## config.mk

```make
export PLATFORM = sky130hd
export DESIGN_NAME = color_freq_decoder
export DESIGN_NICKNAME = d
export VERILOG_FILES = /design/src/rtl/color_freq_decoder.sv
export SDC_FILE = /design/constraint.sdc
export NUM_CORES = 1
export LEC_CHECK = 0
export ABC_AREA = 1
export CAP_MARGIN = 20
export CORE_UTILIZATION = 51
export CTS_BUF_LIST = sky130_fd_sc_hd__clkbuf_8
export DETAILED_ROUTE_END_ITERATION = 10
export PLACE_DENSITY = 0.69
export SLEW_MARGIN = 20
export SYNTH_ARGS = -nofsm -noshare
export SYNTH_HDL_FRONTEND = slang
export SYNTH_SLANG_ARGS = --single-unit
```

## constraint.sdc

```tcl
create_clock -name clk -period 13.47 [get_ports clk]
set_input_delay 2.0205 -clock clk [delete_from_list [all_inputs] [get_ports clk]]
set_output_delay 2.0205 -clock clk [all_outputs]
set_load 0.1 [all_outputs]
```

## src/rtl/color_freq_decoder.sv

```systemverilog
`default_nettype none
// ============================================================================
// Module   : color_freq_decoder
// Function : Steps a colour sensor through R/G/B filters, counts square-wave
//            edges in a fixed gate per filter and classifies the dominant colour.
// Revision : 1.0
// ============================================================================
module color_freq_decoder #(
    parameter int SETTLE_CYCLES = 5000,
    parameter int GATE_CYCLES   = 500000,
    parameter int CNT_W         = 16,
    parameter int MIN_COUNT     = 20
) (
    input  logic             clk,
    input  logic             rst,
    input  logic             sensor_in,
    input  logic             start,
    output logic [1:0]       filter_sel,
    output logic             busy,
    output logic             done,
    output logic [CNT_W-1:0] red_cnt,
    output logic [CNT_W-1:0] green_cnt,
    output logic [CNT_W-1:0] blue_cnt,
    output logic [1:0]       color
);

    localparam int TMAX  = (SETTLE_CYCLES > GATE_CYCLES) ? SETTLE_CYCLES : GATE_CYCLES;
    localparam int TMR_W = $clog2(TMAX + 1);

    localparam logic [TMR_W-1:0] SETTLE_LAST = TMR_W'(SETTLE_CYCLES - 1);
    localparam logic [TMR_W-1:0] GATE_LAST   = TMR_W'(GATE_CYCLES - 1);
    localparam logic [CNT_W:0]   MIN_EXT     = (CNT_W + 1)'(MIN_COUNT);

    localparam logic [1:0] FS_RED   = 2'b00;
    localparam logic [1:0] FS_GREEN = 2'b11;
    localparam logic [1:0] FS_BLUE  = 2'b01;
    localparam logic [1:0] FS_CLEAR = 2'b10;

    localparam logic [1:0] CH_RED   = 2'd0;
    localparam logic [1:0] CH_GREEN = 2'd1;

    typedef enum logic [2:0] {
        S_IDLE     = 3'd0,
        S_SETTLE   = 3'd1,
        S_GATE     = 3'd2,
        S_CLASSIFY = 3'd3,
        S_DONE     = 3'd4
    } state_t;

    state_t           state;
    logic [1:0]       ch;
    logic [TMR_W-1:0] tmr;
    logic [2:0]       sync_q;
    logic             rise;
    logic [CNT_W-1:0] work;
    logic [CNT_W-1:0] work_inc;
    logic [CNT_W-1:0] hold_r;
    logic [CNT_W-1:0] hold_g;
    logic [CNT_W-1:0] hold_b;
    logic [1:0]       class_color;

    // sync_q[1] is the synchronised level, sync_q[2] its one-cycle delay
    always_ff @(posedge clk or posedge rst) begin
        if (rst) begin
            sync_q <= 3'b000;
        end else begin
            sync_q <= {sync_q[1:0], sensor_in};
        end
    end

    assign rise = sync_q[1] & ~sync_q[2];

    always_comb begin
        work_inc = work;
        if (rise && (work != {CNT_W{1'b1}})) begin
            work_inc = work + 1'b1;
        end
    end

    // Widened by one bit so y + y/4 cannot overflow
    function automatic logic dominant(input logic [CNT_W-1:0] x,
                                      input logic [CNT_W-1:0] a,
                                      input logic [CNT_W-1:0] b);
        logic [CNT_W:0] xe;
        logic [CNT_W:0] ae;
        logic [CNT_W:0] be;
        xe = {1'b0, x};
        ae = {1'b0, a};
        be = {1'b0, b};
        return (xe >= MIN_EXT) && (xe > ae + (ae >> 2)) && (xe > be + (be >> 2));
    endfunction

    always_comb begin
        class_color = 2'd0;
        if (dominant(hold_r, hold_g, hold_b)) begin
            class_color = 2'd1;
        end else if (dominant(hold_g, hold_r, hold_b)) begin
            class_color = 2'd2;
        end else if (dominant(hold_b, hold_r, hold_g)) begin
            class_color = 2'd3;
        end
    end

    always_ff @(posedge clk or posedge rst) begin
        if (rst) begin
            state      <= S_IDLE;
            ch         <= CH_RED;
            tmr        <= '0;
            work       <= '0;
            hold_r     <= '0;
            hold_g     <= '0;
            hold_b     <= '0;
            filter_sel <= FS_CLEAR;
            busy       <= 1'b0;
            done       <= 1'b0;
            red_cnt    <= '0;
            green_cnt  <= '0;
            blue_cnt   <= '0;
            color      <= 2'd0;
        end else begin
            case (state)
                S_IDLE: begin
                    done       <= 1'b0;
                    filter_sel <= FS_CLEAR;
                    if (start) begin
                        state      <= S_SETTLE;
                        ch         <= CH_RED;
                        tmr        <= '0;
                        work       <= '0;
                        filter_sel <= FS_RED;
                        busy       <= 1'b1;
                    end
                end
                S_SETTLE: begin
                    if (tmr == SETTLE_LAST) begin
                        tmr   <= '0;
                        state <= S_GATE;
                    end else begin
                        tmr <= tmr + 1'b1;
                    end
                end
                S_GATE: begin
                    work <= work_inc;
                    if (tmr == GATE_LAST) begin
                        tmr <= '0;
                        if (ch == CH_RED) begin
                            hold_r     <= work_inc;
                            ch         <= CH_GREEN;
                            filter_sel <= FS_GREEN;
                            work       <= '0;
                            state      <= S_SETTLE;
                        end else if (ch == CH_GREEN) begin
                            hold_g     <= work_inc;
                            ch         <= 2'd2;
                            filter_sel <= FS_BLUE;
                            work       <= '0;
                            state      <= S_SETTLE;
                        end else begin
                            hold_b <= work_inc;
                            state  <= S_CLASSIFY;
                        end
                    end else begin
                        tmr <= tmr + 1'b1;
                    end
                end
                S_CLASSIFY: begin
                    // Outputs are registered here so they change during the DONE cycle
                    red_cnt    <= hold_r;
                    green_cnt  <= hold_g;
                    blue_cnt   <= hold_b;
                    color      <= class_color;
                    done       <= 1'b1;
                    busy       <= 1'b0;
                    filter_sel <= FS_CLEAR;
                    state      <= S_DONE;
                end
                S_DONE: begin
                    done  <= 1'b0;
                    state <= S_IDLE;
                end
                default: begin
                    state <= S_IDLE;
                end
            endcase
        end
    end

endmodule
`default_nettype wire

```

* Word-level counts from Yosys, hierarchy flattened
Cells that the tools add are included.
** Storage, ports and cells
- Register bits after elaboration :: 145
- Latch bits :: 0
- RAM bits :: 0
- Bits in read-only memories :: 0
- Output and inout port bits :: 54
- Logic and storage cells :: 101
- Memories kept :: 0
** Cells by class
- Add/sub/neg operators :: 5
- Multipliers :: 0
- Divide/modulo/power cells :: 0
- $lt $le $gt $ge :: 9
- Equal/unequal tests :: 12
- Shift operators :: 0
- Mux-type cells :: 32
- Bitwise operators :: 4
- Reductions and logical operators :: 24
** Operators with widths (number)
- 16-bit by 17-bit > comparator with 1-bit output :: 6
- 16-bit two-way mux :: 5
- 19-bit two-way mux :: 3
- 19-bit case mux with 3 select lines :: 1
- 16-bit by 14-bit adder with 17-bit output :: 3
- 16-bit by 5-bit >= comparator with 1-bit output (second input constant) :: 3
- 16-bit case mux with 2 select lines :: 1
- 2-bit two-way mux :: 13
- 19-bit by 1-bit adder with 19-bit output (second input constant) :: 1
- 19-bit by 13-bit equality test with 1-bit output (second input constant) :: 1
- 19-bit equality test (second input constant) :: 1
- 16-bit by 1-bit adder with 16-bit output (second input constant) :: 1
- 16-bit inequality test (second input constant) :: 1
- 3-bit case mux with 4 select lines :: 1
- 4-bit AND reduction :: 3
- 3-bit two-way mux :: 3
- 3-bit AND reduction :: 3
- 1-bit logical AND :: 7
- 3-bit by 2-bit equality test with 1-bit output (second input constant) :: 2
- 2-bit inequality test (second input constant) :: 3
- 2-bit case mux with 3 select lines :: 1
- 2-bit AND reduction :: 3
- 2-bit nonzero test :: 3
- 3-bit nonzero test :: 2
- other kinds (12) :: 15

* Depth between registers and ports, before layout
Gate-level depths: netlist of the first run.
- Word-level depth :: 8
- Depth in mapped cells :: 25
- Depth with buffers taken out :: 25

* Worst setup path after synthesis of the first run
OpenSTA, ideal clock, no wires.
- Path type :: input-to-reg
- Start :: input port start
- End :: register tmr[16]
- Setup time :: 123 ps
- Arrival :: 3120 ps
- Slack :: 10227 ps
- Stages :: 11
- Path through :: inv_1 -> nor2_2 -> nor3_4 -> nor3_4 -> nand4_1 -> nor2_2 -> nand3_1 -> nor2_2 -> nand2_1 -> o22ai_1 -> a21oi_1
** On the way
- Cells in the longest elaborated chain, start to end :: 2
** RTL lines
- start: declaration :: RTL line 17 : input logic start,
- 2-bit inequality test (no source line)
- 2-bit AND reduction (no source line)
- end signal: assignment :: RTL line 139 : tmr <= tmr + 1'b1;
- end signal: assignment :: RTL line 163 : tmr <= tmr + 1'b1;
- end: declaration :: RTL line 52 : logic [TMR_W-1:0] tmr;
No other way between the ends.
A chain may end at the register's enable or synchronous reset.

* Worst setup path after layout of the first run
- Start :: register filter_sel[1]
- End :: output port filter_sel[1]
** RTL lines
- start: declaration :: RTL line 18 : output logic [1:0] filter_sel,
- start signal: assignment :: RTL line 113 : filter_sel <= FS_CLEAR;
- start signal: assignment :: RTL line 124 : filter_sel <= FS_CLEAR;
- start signal: assignment :: RTL line 130 : filter_sel <= FS_RED;
No word-level cell between the ends.

==> results of run 1 <==
-- cell families (layout without fill, tap and decap cells) --
group,Yosys count,count (layout)
AOI/OAI and AO/OA,224,224
xor gates and xnor gates,56,56
adders and majority gates,139,139
buffers and inverters,160,227
DFF,145,145
and+or+nand+nor,640,640
-- placed cells by master, fill, tap and decap left out, types with 2 or more instances in the layout --
cell type	n
a211oi_1	4
a21o_1	5
a21oi_1	85
a31oi_1	7
buf_4	2
clkbuf_8	17
clkdlybuf4s50_1	57
clkinv_2	2
clkinv_4	2
clkinv_8	2
dfrtp_1	144
fa_1	3
ha_1	136
inv_1	129
inv_2	3
inv_6	5
inv_8	4
nand2_1	379
nand2_2	2
nand3_1	67
nand3_2	2
nand4_1	30
nor2_1	87
nor2_2	5
nor2_4	2
nor3_1	32
nor3_4	4
nor3b_1	4
nor4_1	20
o21a_1	6
o21ai_0	81
o21ai_1	5
o21ba_2	2
o21bai_1	3
o221ai_1	2
o22ai_1	15
xnor2_1	15
xor2_1	39
-- routing by layer --
metal / global-route usage / wire length (µm)
met1: 0.363 / 12900
met3: 0.0389 / 1280
met4: 0.144 / 1320
met5: 0 / 0
met2: 0.482 / 14000
-- sequential cells by signal (all words and copies together), names as in the netlist, 3 cells and up --
signal	count
red_cnt	16
hold_g	16
hold_r	16
state	3
tmr	19
hold_b	16
green_cnt	16
sync_q	3
blue_cnt	16
work	16
-- through the flow --
stage	hold slack, ns	instances
3_3_place_gp	0.334	1668
4_1_cts	0.361	1701
2_1_floorplan	0.331	1364
5_1_grt	0.377	1701
3_5_place_dp	0.337	1669
6_report	0.358	1701
-- cell type report --
class,instances,area [µm²]
well taps,270,338
clock buffers,17,234
multi-input cells,1059,6320
flip-flops and latches,145,3630
fillers,1940,8420
repair buffers,60,601
inverters,135,513
clock inverters,15,173
-- power by group through the flow --
stage               Clock, µW  Combinational (µW)  Sequential [µW]
finish                    362                30.1              453
global route              385                35.2              454
CTS                       371                30.8              453
detailed placement          0                30.6              461
global placement            0                30.5              462
floorplan                   0                25.5              457
-- worst paths after layout --
check                                           end  slack, ns
setup / recovery                      filter_sel[1]       9.30
min in group asynchronous  green_cnt[8]$_DFFE_PP0P_       2.02
setup reg to reg               color[0]$_DFFE_PP0P_       9.53
max in group asynchronous  blue_cnt[13]$_DFFE_PP0P_      10.03
hold reg to reg                 sync_q[1]$_DFF_PP0_       0.36
hold / removal                  sync_q[1]$_DFF_PP0_       0.36
==> impl_metrics.tcl, run 1 <==
set metrics [dict create \
    outcome "complete, no violations" \
    cts_setup_buffers 0 \
    path_cells "clkdlybuf4s50_1" \
    intPower_uw 608 \
    design_area_mm2 0.0118 \
    yosysTopAreaCell "dfrtp_1" \
    rsz0062_at_grt "false" \
    synth_most_common_cell "nand2_1" \
    vias_per_cell 5.60 \
    ios 58 \
    grt_max_degree 76 \
    cap_violations 0 \
    clock_power_share 0.428 \
    finalSetupTns_ns 0 \
    seq_power_share 0.536 \
    cts_tree "built" \
    first_global_vias 9313 \
    cp.required_ns 11.45 \
    final_antenna_net_count 0 \
    dieArea_mm2 0.0213 \
    finalClockSkew_ns 0.0173 \
    synthXorXnorAreaFrac 0.0486 \
    async_flop_share 1.00 \
    antenna_found_initial 0 \
    synth_top_family_by_area "simple AND/OR/NAND/NOR gates" \
    h-tree-depth 4 \
    crit_start "filter_sel[1]$_DFFE_PP1P_" \
    finalPower_uw 846 \
    hold_path_class "register to register" \
    core-area_mm2 0.0202 \
    fin_crit_sh 0.310 \
    routabilityCongestion 0.933 \
    gr-total-overflow 0 \
    synth_flop_cell "dfrtp_1" \
    numCtsBuffers 17 \
    slew_violations 0 \
    start_util 0.521 \
    nNetsFinal 1561 \
    pwr-share-comb 0.036 \
    drive_gt1_frac 0.0454 \
    crit_fanout 2 \
    num_antenna_cells 0 \
    fin_ws_ns 9.30 \
    route.detailed.drc 0 \
    cts_resized 0 \
    post-dp-hpwl_mm 22.6 \
    ctsHoldBuffers 0 \
    die_h_um 146 \
    synthMuxAreaShare 0 \
    ys_seq_area_frac 0.344 \
    grt_pass1_wl_mm 47.4 \
    setup_violations 0 \
    rows 52 \
    cp_top_family "buffers and inverters" \
    timing.final.crit_period_ns 4.17 \
    cts_root_buffer "clkbuf_8" \
    pre_cts_ws_ns 9.35 \
    drt-pass1-iter-count 5 \
    areaGrowthSynthToFinish_pct 11.9 \
    chipWidth_um 146 \
    critPathKind "register to output port" \
    portBuffers 57 \
    yosys.area_share.adder 0.167 \
    crit_path_start_kind "register" \
    whs_path_depth 0 \
    cp-end-kind "output port" \
    num_vias 9529 \
    cts_max_path_buffers 2 \
    power.switching_uw 238 \
    worstMarginPinSlew_ns 0.986 \
    final_util 0.584 \
    synthSimpleGateAreaFrac 0.264 \
    power.density_mw_per_mm2 71.6 \
    min-delay-start "sync_q[0]$_DFF_PP0_" \
    synth_area_mm2 0.0106 \
    yosys-top-cells-count "nand2_1, dfrtp_1, ha_1" \
    syn_area_per_cell_um2 7.73 \
    clk_latency_ns 0.47 \
    drt-total-wl_mm 29.4 \
    max_freq_ghz 0.240 \
    slowest_delay_ns 1.14 \
    hold_viol 0 \
    synth_edf_count 0 \
    worstPathArrival_ns 2.15 \
    maxSlewHeadroom 0.341 \
    synthCells 1364 \
    r2r-start "hold_b[5]$_DFFE_PP0P_" \
    ir_worst_vdd_mv 0.0622 \
    synth-compound-area-share 0.118 \
    r2r_cells 20 \
    synth_fp_nets 1507 \
    synth-seq-cells 145 \
    cp.depth 1 \
    cts_sinks 145 \
    swShare 0.282 \
    synth_cell_types 52 \
    place_area_mm2 0.0114 \
    clkTransAtPathRegs_ns 0.10 \
    slowest_stage "clkdlybuf4s50_1" \
    yosysTopAreaCellShare 0.342 \
    grtUsageTotal 0.287 \
    p_leak_uw 0.00613 \
    yosysWarnings 0 \
    drt-initial-drc-count 546 \
    synthTopCellsByArea "dfrtp_1, ha_1, nand2_1" \
    crit_buf_inv 1 \
    routedWlPerCell_um 17.3 \
]
(Power assumes the default switching activity.)
==> inputs of run 2 (changes only) <==
--- a/config.mk
+++ b/config.mk
@@ -10,7 +10,7 @@
 export CORE_UTILIZATION = 51
 export CTS_BUF_LIST = sky130_fd_sc_hd__clkbuf_8
 export DETAILED_ROUTE_END_ITERATION = 10
-export PLACE_DENSITY = 0.69
+export PLACE_DENSITY = 0.71
 export SLEW_MARGIN = 20
 export SYNTH_ARGS = -nofsm -noshare
 export SYNTH_HDL_FRONTEND = slang
==> constraint.sdc (replaced) <==
create_clock -name clk -period 3.4 [get_ports clk]
set_input_delay 0.51 -clock clk [delete_from_list [all_inputs] [get_ports clk]]
set_output_delay 0.51 -clock clk [all_outputs]
set_load 0.1 [all_outputs]
==> impl_metrics.tcl, run 2 (synthesized netlist as in run 1, its figures left out) <==
set metrics [dict create \
    outcome "finished, violations left" \
    violations "negative setup slack" \
    nNetsFinal 1677 \
    clkTransAtPathRegs_ns 0.09 \
    num_antenna_cells 0 \
    worstPathArrival_ns 3.79 \
    hold_path_class "register to register" \
    crit_fanout 4 \
    ir_worst_vdd_mv 0.220 \
    slew_violations 0 \
    drt-pass1-iter-count 5 \
    chipWidth_um 146 \
    r2r_setup_slack_ns -0.03 \
    place_area_mm2 0.0121 \
    crit_path_start_kind "register" \
    critPathKind "register to register" \
    first_global_vias 10000 \
    numCtsBuffers 17 \
    final_cell_mix "nand2_1, dfrtp_1, inv_1, ha_1, buf_4" \
    grt_pass1_wl_mm 52.5 \
    core-area_mm2 0.0202 \
    largest_register_ffs 19 \
    post-dp-hpwl_mm 25.6 \
    vias_per_cell 5.61 \
    h-tree-depth 4 \
    route.detailed.drc 0 \
    setup_violations 2 \
    ctsHoldBuffers 0 \
    ios 58 \
    cap_violations 0 \
    areaGrowthSynthToFinish_pct 24.5 \
    p_leak_uw 0.00675 \
    finalClockSkew_ns 0.0239 \
    maxSlewHeadroom 0.338 \
    final_common_cell "nand2_1" \
    timing.final.crit_period_ns 3.43 \
    drt-total-wl_mm 33.1 \
    cts_tree "built" \
    worstMarginPinSlew_ns 0.990 \
    gr-total-overflow 0 \
    grt_max_degree 76 \
    hold_viol 0 \
    start_util 0.521 \
    fin_ws_ns -0.0288 \
    num_vias 10200 \
    cp.required_ns 3.76 \
    cts_max_path_buffers 2 \
    final_antenna_net_count 0 \
    antenna_found_initial 0 \
    cts_sinks 145 \
    routabilityCongestion 0.981 \
    rsz0062_at_grt "true" \
    largest_register "tmr" \
    die_h_um 146 \
    routedWlPerCell_um 18.2 \
    cts_root_buffer "clkbuf_8" \
    drt-initial-drc-count 598 \
    power.density_mw_per_mm2 255 \
    cp-end-kind "register" \
    drive_gt1_frac 0.167 \
    fin_crit_sh 1.01 \
    portBuffers 57 \
    design_area_mm2 0.0131 \
    max_freq_ghz 0.292 \
    whs_ns 0.354 \
    grtUsageTotal 0.321 \
    dieArea_mm2 0.0213 \
    rows 52 \
    clk_latency_ns 0.49 \
]
==> run 2: changes by cell type in the layout (fill, tap and decap cells not counted), sizes merged <==
cell / before / now
buf: 3 / 120
clkdlybuf4s50: 57 / 56
clkinvlp: 1 / 2
inv: 141 / 139
clkbuf: 17 / 18
==> run 2: cell type report <==
class                           instances  area, µm²
Clock buffer                           18        248
Clock inverter                         14        150
Inverter                              135        510
Timing Repair Buffer                  176       1490
Sequential cell                       145       3650
Multi-Input combinational cell       1059       6760
Fill cell                            1755       7100
Tap cell                              270        338
==> run 2: timing repair <==
action	CTS	global route
setup endpoints to repair	2	2
pin swaps	8	29
gates resized for setup	23	63
buffers inserted	4	15
==> run 2: per-stage QoR <==
step / TNS [ns] / utilization / std cells / worst slack (ns) / total power, µW
after floorplan: 0 / - / 1364 / 0.220 / 1910
after global placement: -0.111 / 0.600 / 1766 / -0.0837 / 1950
after detailed placement: -0.163 / 0.600 / 1766 / -0.114 / 1950
after CTS: -0.0141 / 0.626 / 1802 / -0.0141 / 3370
after global routing: -0.549 / 0.649 / 1817 / -0.276 / 3470
final: -0.0502 / 0.649 / 1817 / -0.0288 / 3350
==> run 2: path summary, 6_finish.rpt <==
check / from / depth (start not counted) / endpoint
max: hold_b[3]$_DFFE_PP0P_ / 21 / color[0]$_DFFE_PP0P_
min: sync_q[0]$_DFF_PP0_ / 0 / sync_q[1]$_DFF_PP0_
max reg2reg: hold_b[3]$_DFFE_PP0P_ / 21 / color[0]$_DFFE_PP0P_
min reg2reg: sync_q[0]$_DFF_PP0_ / 0 / sync_q[1]$_DFF_PP0_
max in group asynchronous: rst / 3 / filter_sel[1]$_DFFE_PP1P_
min in group asynchronous: rst / 2 / hold_b[10]$_DFFE_PP0P_
==> run 2: worst max-delay path, stage by stage, from the launching register on <==
cell and delay, ns:
dfrtp_1 0.46, ha_4 0.30, inv_2 0.04, nor3_2 0.15
nand2_1 0.07, o211ai_1 0.14, nand2_1 0.15, a21oi_2 0.20
nand3_2 0.12, o21ai_2 0.22, a21oi_2 0.08, nor2_1 0.13
xor2_1 0.25, ha_1 0.33, nand4_1 0.11, nand2_1 0.06
nor2_1 0.10, nand3_1 0.09, nand2_1 0.07, nor2_1 0.04
nor2_1 0.12, a21oi_1 0.09
==> run 2: per-layer routing <==
layer  wire length, µm  part of all wire  up-vias  global-route usage
met5                 0                 0        -                   0
met4              1470             0.044        0               0.149
met3              1810             0.055       88              0.0514
met2             16100              0.49      340               0.545
met1             13700              0.41     4812               0.399
li1                  -                 -     4949                   -
==> run 2: power by group <==
group	leakage, µW	internal [µW]	switching (µW)	total (µW)
clock	0.000203	625	806	1430
combinational	0.00469	39.3	84.7	124
sequential	0.00186	1750	45.7	1800
==> inputs of run 3 (changes only) <==
--- a/config.mk
+++ b/config.mk
@@ -7,10 +7,10 @@
 export LEC_CHECK = 0
 export ABC_AREA = 1
 export CAP_MARGIN = 20
-export CORE_UTILIZATION = 51
+export CORE_UTILIZATION = 50
 export CTS_BUF_LIST = sky130_fd_sc_hd__clkbuf_8
 export DETAILED_ROUTE_END_ITERATION = 10
-export PLACE_DENSITY = 0.71
+export PLACE_DENSITY = 0.68
 export SLEW_MARGIN = 20
 export SYNTH_ARGS = -nofsm -noshare
 export SYNTH_HDL_FRONTEND = slang
==> constraint.sdc (replaced) <==
create_clock -name clk -period 3.9 [get_ports clk]
set_input_delay 0.585 -clock clk [delete_from_list [all_inputs] [get_ports clk]]
set_output_delay 0.585 -clock clk [all_outputs]
set_load 0.1 [all_outputs]
==> impl_metrics.tcl, run 3 (synthesized netlist as in run 1, its figures left out) <==
set metrics [dict create \
    outcome "complete, no violations" \
    drt-pass1-iter-count 5 \
    clkTransAtPathRegs_ns 0.09 \
    r2r_cells 18 \
    worst_hold_path.endpoint "sync_q[1]$_DFF_PP0_" \
    final_common_cell "nand2_1" \
    finalPower_uw 2950 \
    portBuffers 57 \
    power.switching_uw 797 \
    pwr-share-comb 0.035 \
    nNetsFinal 1590 \
    rows 52 \
    slowest_stage "dfrtp_2" \
    hold_path_class "register to register" \
    slowest_delay_ns 0.51 \
    ir_worst_vdd_mv 0.204 \
    largest_register "tmr" \
    path_cells "ha_1 -> a21oi_1 -> o21ai_0 -> a21oi_1 -> o21ai_2 -> a31oi_1 -> o21ai_2 -> nand2_1 -> a21oi_1 -> xor2_1 -> ha_1 -> nand4_1 -> nor4_2 -> nand2_1 -> nand3_1 -> nor2_1 -> nor2_1 -> a21oi_1" \
    vias_per_cell 5.58 \
    slew_violations 0 \
    largest_register_ffs 19 \
    core-area_mm2 0.0204 \
    cp-end-kind "register" \
    power.density_mw_per_mm2 244 \
    swShare 0.270 \
    final_cell_mix "nand2_1, ha_1, dfrtp_1, inv_1, nor2_1" \
    final_antenna_net_count 0 \
    clk_latency_ns 0.48 \
    routedWlPerCell_um 17.9 \
    cts_tree "built" \
    max_freq_ghz 0.274 \
    h-tree-depth 4 \
    drt-initial-drc-count 645 \
    first_global_vias 9610 \
    p_leak_uw 0.00628 \
    grt_pass1_wl_mm 49.9 \
    cts_max_path_buffers 2 \
    areaGrowthSynthToFinish_pct 14.6 \
    num_antenna_cells 0 \
    cts_sinks 145 \
    antenna_found_initial 0 \
    worstPathArrival_ns 4.01 \
    numCtsBuffers 17 \
    min-delay-start "sync_q[0]$_DFF_PP0_" \
    finalClockSkew_ns 0.0293 \
    r2r_end "color[0]$_DFFE_PP0P_" \
    dieArea_mm2 0.0217 \
    cts_root_buffer "clkbuf_8" \
    route.detailed.drc 0 \
    ios 58 \
    timing.final.crit_period_ns 3.65 \
    drive_gt1_frac 0.0747 \
    seq_power_share 0.531 \
    start_util 0.516 \
    clock_power_share 0.433 \
    finalSetupTns_ns 0 \
    worstMarginPinSlew_ns 1.00 \
    fin_crit_sh 0.935 \
    cp.required_ns 4.26 \
    routabilityCongestion 1.00 \
    cap_violations 0 \
    die_h_um 147 \
    place_area_mm2 0.0116 \
    ctsHoldBuffers 0 \
    whs_path_depth 0 \
    crit_path_start_kind "register" \
    drt-total-wl_mm 31.0 \
    grtUsageTotal 0.300 \
    crit_buf_inv 0 \
    r2r-start "hold_g[6]$_DFFE_PP0P_" \
    hold_viol 0 \
    gr-total-overflow 0 \
    critPathMostFrequentCell "a21oi_1" \
    intPower_uw 2150 \
    r2r_setup_slack_ns 0.25 \
    grt_max_degree 83 \
    post-dp-hpwl_mm 24.4 \
    final_util 0.592 \
    maxSlewHeadroom 0.329 \
    whs_ns 0.360 \
    cp_top_family "compound AO/OA/AOI/OAI gates" \
    num_vias 9656 \
    design_area_mm2 0.0121 \
    crit_fanout 7 \
    setup_violations 0 \
    critPathKind "register to register" \
    chipWidth_um 147 \
]
## run 3: cell count changes in the layout (fill, tap and decap cells not counted), moves of 6 or more
cell	before	now
a21oi_1	74	83
a21oi_2	10	2
buf_4	118	31
dfrtp_1	129	135
dfrtp_2	15	9
ha_1	120	135
ha_4	16	1
nand3_1	62	68
nand3_2	7	1
## run 3: routing by layer
metal,routed length (µm),track usage,vias up
met5,0,0,-
met4,1410,0.143,0
met3,1770,0.0491,78
met2,14800,0.510,278
met1,13000,0.371,4499
li1,-,-,4801
## run 3: cell type report
class | instances | area [µm²]
clock inverter | 15 | 178
timing repair buffer | 89 | 823
fill | 1903 | 8340
sequential | 145 | 3640
clock buffer | 17 | 234
multi-input combinational | 1059 | 6360
tap | 270 | 338
inverter | 135 | 510
## run 3: power groups by stage
stage	clock network (µW)	registers, µW	logic (µW)
after floorplan	0	1580	88.5
after global placement	0	1590	104
after detailed placement	0	1590	107
after CTS	1310	1570	107
after global routing	1360	1570	120
final	1280	1570	104
## run 3: worst max-delay path by stage
stage,startpoint,end,cells after the start
3_5_place_dp,hold_g[5]$_DFFE_PP0P_,color[0]$_DFFE_PP0P_,18
6_report,hold_g[6]$_DFFE_PP0P_,color[0]$_DFFE_PP0P_,18
2_1_floorplan,hold_b[3]$_DFFE_PP0P_,color[0]$_DFFE_PP0P_,20
4_1_cts,hold_g[5]$_DFFE_PP0P_,color[0]$_DFFE_PP0P_,18
3_3_place_gp,hold_g[5]$_DFFE_PP0P_,color[0]$_DFFE_PP0P_,18
5_1_grt,hold_g[6]$_DFFE_PP0P_,color[1]$_DFFE_PP0P_,19
## run 3: repair_timing
item / in CTS / in global routing
resized for setup: 0 / 17
endpoints found under the setup margin: 0 / 2
setup buffers: 0 / 4
endpoints found under the hold margin: 0 / 0
## run 3: through the flow
step	instances	setup WS (ns)
floorplan	1364	0.720
global placement	1694	0.197
global route	1730	-0.0613
CTS	1726	0.176
finish	1730	0.254
detailed placement	1694	0.194
